--- config.mk ---
export PLATFORM = sky130hd
export DESIGN_NAME = mem_req_ctrl
export DESIGN_NICKNAME = d
export VERILOG_FILES = /design/src/rtl/mem_req_ctrl_pkg.sv /design/src/rtl/mem_req_watchdog.sv /design/src/rtl/mem_req_ctrl.sv
export SDC_FILE = /design/constraint.sdc
export NUM_CORES = 1
export LEC_CHECK = 0
export CORE_AREA = 2 2 109 111
export CTS_CLUSTER_DIAMETER = 50
export DETAILED_ROUTE_END_ITERATION = 8
export DIE_AREA = 0 0 111 113
export GPL_TIMING_DRIVEN = 0
export PLACE_DENSITY = 0.85
export SLEW_MARGIN = 10
export SYNTH_ARGS = -nofsm -noshare
export SYNTH_HDL_FRONTEND = slang
export SYNTH_SLANG_ARGS = --single-unit
--- constraint.sdc ---
create_clock -name clk -period 3.95 [get_ports clk]
set_clock_uncertainty 0.15 [all_clocks]
set_input_delay 0.79 -clock clk [delete_from_list [all_inputs] [get_ports clk]]
set_output_delay 0.79 -clock clk [all_outputs]
set_load 0.1 [all_outputs]
--- src/rtl/mem_req_ctrl_pkg.sv ---
// rtl/mem_req_ctrl_pkg.sv - shared data-bus types, controller state enum and defaults
// Purpose: common definitions for mem_req_ctrl and mem_req_watchdog.
// Contents: word_t/addr_t, dbus_req_t (valid/addr/size/strobe/data),
//           dbus_resp_t (addr_ok/data_ok/data), mem_ctrl_state_t, DEFAULT_TIMEOUT_CYCLES.
package mem_req_ctrl_pkg;

    typedef logic [31:0] word_t;
    typedef logic [31:0] addr_t;
    typedef logic [1:0]  msize_t;
    typedef logic [3:0]  strobe_t;

    typedef struct packed {
        logic    valid;
        addr_t   addr;
        msize_t  size;
        strobe_t strobe;
        word_t   data;
    } dbus_req_t;

    typedef struct packed {
        logic  addr_ok;
        logic  data_ok;
        word_t data;
    } dbus_resp_t;

    typedef enum logic [2:0] {
        IDLE  = 3'd0,
        ADDR  = 3'd1,
        DATA  = 3'd2,
        DONE  = 3'd3,
        DRAIN = 3'd4
    } mem_ctrl_state_t;

    localparam int DEFAULT_TIMEOUT_CYCLES = 255;

endpackage

--- src/rtl/mem_req_watchdog.sv ---
// rtl/mem_req_watchdog.sv - bus-progress watchdog for mem_req_ctrl
// Purpose: counts consecutive cycles spent in one waiting state and fires
//          on the TIMEOUT_CYCLES-th such cycle. Built only with MEM_REQ_TIMEOUT_EN.
// Ports: clk, resetn (async active-low), busy (controller in ADDR/DATA/DRAIN),
//        stay (controller remains in the same state next cycle), fire (timeout pulse).
`ifdef MEM_REQ_TIMEOUT_EN
module mem_req_watchdog
    import mem_req_ctrl_pkg::*;
#(
    parameter int TIMEOUT_CYCLES = DEFAULT_TIMEOUT_CYCLES
) (
    input  logic clk,
    input  logic resetn,
    input  logic busy,
    input  logic stay,
    output logic fire
);

    localparam int CW = $clog2(TIMEOUT_CYCLES + 1);

    logic [CW-1:0] cnt;

    // cnt holds the number of cycles already spent in the current waiting
    // state, so it reads 0 on the first cycle after entering one.
    always_ff @(posedge clk or negedge resetn) begin
        if (!resetn) begin
            cnt <= '0;
        end else if (busy && stay) begin
            cnt <= cnt + CW'(1);
        end else begin
            cnt <= '0;
        end
    end

    // Firing forces the controller to IDLE, which clears cnt, so it never wraps.
    assign fire = busy && (cnt == CW'(TIMEOUT_CYCLES - 1));

endmodule
`endif

--- src/rtl/mem_req_ctrl.sv ---
// rtl/mem_req_ctrl.sv - M-stage data-bus request controller
// Purpose: issues the M-stage memory op on the data bus, holds the pipeline
//          until the response arrives, and presents the captured word.
// Ports: clk, resetn (async active-low), in_valid/in_req (M-stage op),
//        advance (M->W), abort (flush), dreq/dresp (data bus), stall,
//        rvalid/rdata (captured word), timeout (only with MEM_REQ_TIMEOUT_EN).
// Option: MEM_REQ_TIMEOUT_EN adds the mem_req_watchdog and the timeout port.
module mem_req_ctrl
    import mem_req_ctrl_pkg::*;
#(
    parameter int TIMEOUT_CYCLES = DEFAULT_TIMEOUT_CYCLES
) (
    input  logic       clk,
    input  logic       resetn,
    input  logic       in_valid,
    input  dbus_req_t  in_req,
    input  logic       advance,
    input  logic       abort,
    output dbus_req_t  dreq,
    input  dbus_resp_t dresp,
    output logic       stall,
    output logic       rvalid,
    output word_t      rdata
`ifdef MEM_REQ_TIMEOUT_EN
    ,
    output logic       timeout
`endif
);

    mem_ctrl_state_t state, state_next;
    dbus_req_t       req_q;
    word_t           rdata_q;
    logic            abort_q, abort_q_next;
    logic            latch, capture, kill;
    logic            wd_fire;

`ifdef MEM_REQ_TIMEOUT_EN
    logic wd_busy, wd_stay;

    assign wd_busy = (state == ADDR) || (state == DATA) || (state == DRAIN);
    assign wd_stay = (state_next == state);

    mem_req_watchdog #(
        .TIMEOUT_CYCLES(TIMEOUT_CYCLES)
    ) u_watchdog (
        .clk    (clk),
        .resetn (resetn),
        .busy   (wd_busy),
        .stay   (wd_stay),
        .fire   (wd_fire)
    );

    assign timeout = wd_fire;
`else
    assign wd_fire = 1'b0;
`endif

    always_comb begin
        state_next   = state;
        abort_q_next = abort_q;
        dreq         = req_q;
        dreq.valid   = 1'b0;
        stall        = 1'b0;
        rvalid       = 1'b0;
        latch        = 1'b0;
        capture      = 1'b0;
        kill         = abort || abort_q;

        case (state)
            IDLE: begin
                // Issue combinationally so a zero-wait bus completes in the issue cycle.
                dreq       = in_req;
                dreq.valid = 1'b0;
                if (in_valid && !abort) begin
                    dreq.valid = 1'b1;
                    stall      = 1'b1;
                    latch      = 1'b1;
                    if (dresp.addr_ok && dresp.data_ok) begin
                        state_next = DONE;
                        capture    = 1'b1;
                    end else if (dresp.addr_ok) begin
                        state_next = DATA;
                    end else begin
                        state_next = ADDR;
                    end
                end
            end
            ADDR: begin
                // A request once offered stays offered until accepted, even if
                // aborted; the abort is remembered and applied at acceptance.
                dreq.valid   = 1'b1;
                stall        = 1'b1;
                abort_q_next = kill;
                if (dresp.addr_ok) begin
                    abort_q_next = 1'b0;
                    if (kill) begin
                        state_next = dresp.data_ok ? IDLE : DRAIN;
                    end else if (dresp.data_ok) begin
                        state_next = DONE;
                        capture    = 1'b1;
                    end else begin
                        state_next = DATA;
                    end
                end
            end
            DATA: begin
                stall = 1'b1;
                if (abort) begin
                    state_next = dresp.data_ok ? IDLE : DRAIN;
                end else if (dresp.data_ok) begin
                    state_next = DONE;
                    capture    = 1'b1;
                end
            end
            DRAIN: begin
                stall = 1'b1;
                if (dresp.data_ok) begin
                    state_next = IDLE;
                end
            end
            DONE: begin
                rvalid = 1'b1;
                if (advance || abort) begin
                    state_next = IDLE;
                end
            end
            default: begin
                state_next = IDLE;
            end
        endcase

        if (wd_fire) begin
            state_next   = IDLE;
            abort_q_next = 1'b0;
            capture      = 1'b0;
        end

        // IDLE issues straight from in_req, so gate with reset to keep the
        // bus and pipeline quiet while resetn is low.
        if (!resetn) begin
            dreq.valid = 1'b0;
            stall      = 1'b0;
        end
    end

    always_ff @(posedge clk or negedge resetn) begin
        if (!resetn) begin
            state   <= IDLE;
            req_q   <= '0;
            rdata_q <= '0;
            abort_q <= 1'b0;
        end else begin
            state   <= state_next;
            abort_q <= abort_q_next;
            if (latch) begin
                req_q <= in_req;
            end
            if (capture) begin
                rdata_q <= dresp.data;
            end
        end
    end

    assign rdata = rdata_q;

endmodule

==> Word level (Yosys, flattened, before mapping) <==
Index checks and enable logic that the tools add are counted.
{ "word_totals": {"reg_bits": 106, "in_bits": 110, "output_inout_bits": 105} }
{ "op_classes": {"n_eq_ne": 9, "muxes": 28, "reduce_logical": 8} }
{ "ops": {"columns": ["op", "n"], "rows": [
  ["2-to-1 mux 70 bit", 1],
  ["2-to-1 mux 3 bit", 8],
  ["case mux 3 bit (5 select lines)", 1],
  ["2-to-1 mux 1 bit", 13],
  ["!= test 2 bit (second input constant)", 4],
  ["== test 3 x 2 -> 1 bit (second input constant)", 2],
  ["AND reduction 5 bit", 1],
  ["2-to-1 mux 2 bit", 2],
  ["case mux 1 bit (2 select lines)", 2],
  ["== test 3 x 1 -> 1 bit (second input constant)", 1],
  ["== test 3 bit (second input constant)", 1],
  ["logical NOT 3 bit", 1],
  ["!= test 3 bit (second input constant)", 1],
  ["case mux 1 bit (3 select lines)", 1],
  ["OR reduction 3 bit", 1],
  ["logical AND 1 bit", 2],
  ["logical OR 1 bit", 2],
  ["logical NOT 1 bit", 1]
]} }

==> Longest topological paths before layout <==
{ "depth": {"ltp_word": 5, "depth_mapped": 6} }

==> Least setup slack after synthesis <==
OpenSTA, ideal clock, no wires.
{ "synth_path": {"kind": "input port to output port", "start": "in abort", "end": "out stall", "t_arrival_ns": 3.523, "required_time_ns": 3.010, "path_slack_ns": -0.513, "cell_stages": 5, "path_buffers": 2, "cell_sequence": "buf_6 nor2_4 nand3_2 buf_2 a21boi_0"} }
{ "synth_via": {"elab_chain_cells": 5} }
{ "synth_lines": {"columns": ["item", "line_no", "text"], "rows": [
  ["start, declared", "mem_req_ctrl.sv:18", "input logic abort,"],
  ["logical NOT 1 bit", "mem_req_ctrl.sv:74", "if (in_valid && !abort) begin"],
  ["logical AND 1 bit", "mem_req_ctrl.sv:74", null],
  ["2-to-1 mux 1 bit", "mem_req_ctrl.sv:74", null],
  ["case mux 1 bit (2 select lines)", "mem_req_ctrl.sv:69", "case (state)"],
  ["2-to-1 mux 1 bit", "mem_req_ctrl.sv:140", "if (!resetn) begin"],
  ["end, declared", "mem_req_ctrl.sv:21", "output logic stall,"]
]} }
Every way passes these cells.

==> Worst setup path in the final report <==
{ "layout_path": {"start": "in in_valid", "end": "out stall"} }
{ "layout_via": {"elab_chain_cells": 4} }
{ "layout_lines": {"columns": ["item", "line_no", "text"], "rows": [
  ["start, declared", "mem_req_ctrl.sv:15", "input logic in_valid,"],
  ["logical AND 1 bit", "mem_req_ctrl.sv:74", null],
  ["2-to-1 mux 1 bit", "mem_req_ctrl.sv:74", null],
  ["case mux 1 bit (2 select lines)", "mem_req_ctrl.sv:69", null],
  ["2-to-1 mux 1 bit", "mem_req_ctrl.sv:140", null]
]} }
Every way passes these cells.

==> results_dict.tcl <==
set metrics [dict create \
    synth_top_area_share 0.508 \
    hold_viol_final 0 \
    crit_arrival_ns 2.86 \
    antenna_found_initial 0 \
    finalNetCount 684 \
    maxCapViolCount 0 \
    ys.flop_type "dfrtp_1" \
    dp_hpwl_mm 9.64 \
    overflow 0 \
    cts_made_buffers 9 \
    io_pins 215 \
    grt_pass1_wl_mm 20.9 \
    die_w_um 111 \
    hold_buffers 0 \
    synthArstFlopShare 1.00 \
    place_congestion 0.810 \
    drive_gt1_frac 0.380 \
    clock_latency_ns 0.34 \
    root_buffer "clkbuf_16" \
    synth_cells 350 \
    reg2reg_from "state[1]" \
    cts_buffer_depth 2 \
    m1WireLength_mm 5.20 \
    period_needed_ns 3.80 \
    finalHoldWorstSlack_ns 0.199 \
    ant_nets 0 \
    dr.pass1.iters 4 \
    routed_wl_mm 13.0 \
    netlist_area_um2 5230 \
    endpoint_kind "output port" \
    criticalPathCategory "input pin to output port" \
    start_kind "input pin" \
    final.setup.tns_ns 0 \
    fillCellCount 808 \
    drtIter0Drc 135 \
    outcome "completed" \
    grt_pass1_vias 4069 \
    hold_path.class "input pin to asynchronous set/reset pin" \
    core_area_um2 11300 \
    die_area_um2 12500 \
    finalMaxSlewViolations 0 \
    htreeDepth 3 \
    rows 39 \
    via_per_inst 5.14 \
    vias 3710 \
    ff2ff_setup_slack_ns 2.05 \
    finalCritPeriodShare 0.963 \
    cts_tree "yes" \
    diodes 0 \
    dr.max_layer_used "met4" \
    relSlewSlack 0.303 \
    placed_cell_area_um2 7550 \
    synth-edff-count 0 \
    startpoint "in_valid" \
    grt_max_degree 68 \
    yosys_warnings 0 \
    crit_path_max_fanout 10 \
    rsz0062_at_grt "no" \
    cts.repair.resized 71 \
    worst_slew_pin_slew_ns 1.04 \
    clock-sinks 106 \
    max_freq_mhz 263 \
    ys_seq_area_frac 0.508 \
    wl_met2_mm 6.36 \
    groute.usage.overall 0.210 \
    ys_types 32 \
    clkTransAtPathRegs_ns 0.07 \
    wl_per_cell_um 18.1 \
    synth_top_cells_by_count "mux2_2, dfrtp_1, mux2_4" \
    finalCoreUtilization 0.689 \
    yosys.area.top_type "dfrtp_1" \
    finalInstanceArea_um2 7760 \
    ys_seq_elements 106 \
    post_cts_buffers 0 \
    setup_violations 0 \
    area_growth_pct 48.6 \
    drc 0 \
    fp.dieH_um 113 \
    yosysMostFrequentCell "mux2_2" \
    io_buffers 212 \
    required_ns 3.01 \
    initial_core_util 0.464 \
    yosys-top-cells-area "dfrtp_1, mux2_2, mux2_4" \
    syn-mean-instance-area_um2 14.9 \
    synth_fp_nets 460 \
    wl_met3_mm 1.21 \
]
==> worst paths after layout <==
| kind | endpoint | depth (start not counted) |
|---|---|---|
| setup / recovery | stall | 5 |
| hold / removal | req_q[15] | 1 |
| hold reg to reg | req_q[35] | 1 |
| min in group clk | req_q[35] | 1 |
| max in group asynchronous | req_q[47] | 2 |
| setup reg to reg | rdata[24] | 6 |
==> sequential cells by signal, summed over array words and instances (netlist names) <==
name and flops:
abort_q 1, rdata 32, req_q 70, state 3
==> final cells by class <==
class                   count  area [um^2]  share of cell area
plain buffers              23          195              0.0251
clock buffers              10          229              0.0295
clock inverters             6         67.6             0.00870
inverters                   2         7.51            0.000967
multi-input cells         219         2370               0.305
flip-flops and latches    106         2650               0.342
well taps                 143          179              0.0230
repair buffers            213         2060               0.266
==> kinds of logic after synthesis <==
kind of cell / Yosys count / share of synthesized area
AND/OR/NAND/NOR: 25 / 0.0316
XOR/XNOR: 1 / 0.00168
flip-flops: 106 / 0.508
buffers and inverters: 25 / 0.0388
AO/OA/AOI/OAI: 20 / 0.0259
multiplexers: 173 / 0.394
==> metal layers <==
metal,up-vias,GRT usage
met2,158,0.359
met5,-,0
met3,19,0.0734
met4,0,0.0792
li1,1702,-
met1,1831,0.245
==> layout by cell type (no fill, tap or decap), types with 3 or more instances in the layout <==
cell type        synthesis  final
a21oi_1                  3      3
buf_2                    9      9
buf_6                   12     13
clkbuf_16                0      9
clkdlybuf4s50_1          0    139
dfrtp_1                106    106
dlygate4sd2_1            0     71
mux2_2                 143    143
mux2_4                  30     30
nand2_1                  4      4
nor2_1                   7      7
nor3b_1                  3      3
o21ai_0                  5      5
==> critical path: stages <==
cell             delay, ns
clkdlybuf4s50_1       0.56
nand3_2               0.23
buf_2                 0.27
a21boi_1              0.14
dlygate4sd2_1         0.87
==> per-stage QoR <==
| stage | cells | setup slack, ns |
|---|---|---|
| finish | 722 | 0.145 |
| global route | 722 | 0.0402 |
| CTS | 722 | 0.0455 |
| detailed placement | 706 | -0.193 |
| global placement | 705 | -3.31 |
| floorplan | 350 | 0.253 |
Power is left out: the tool's default activity adds up to more than one toggle a clock period on the data nets, which glitch-free logic cannot reach.
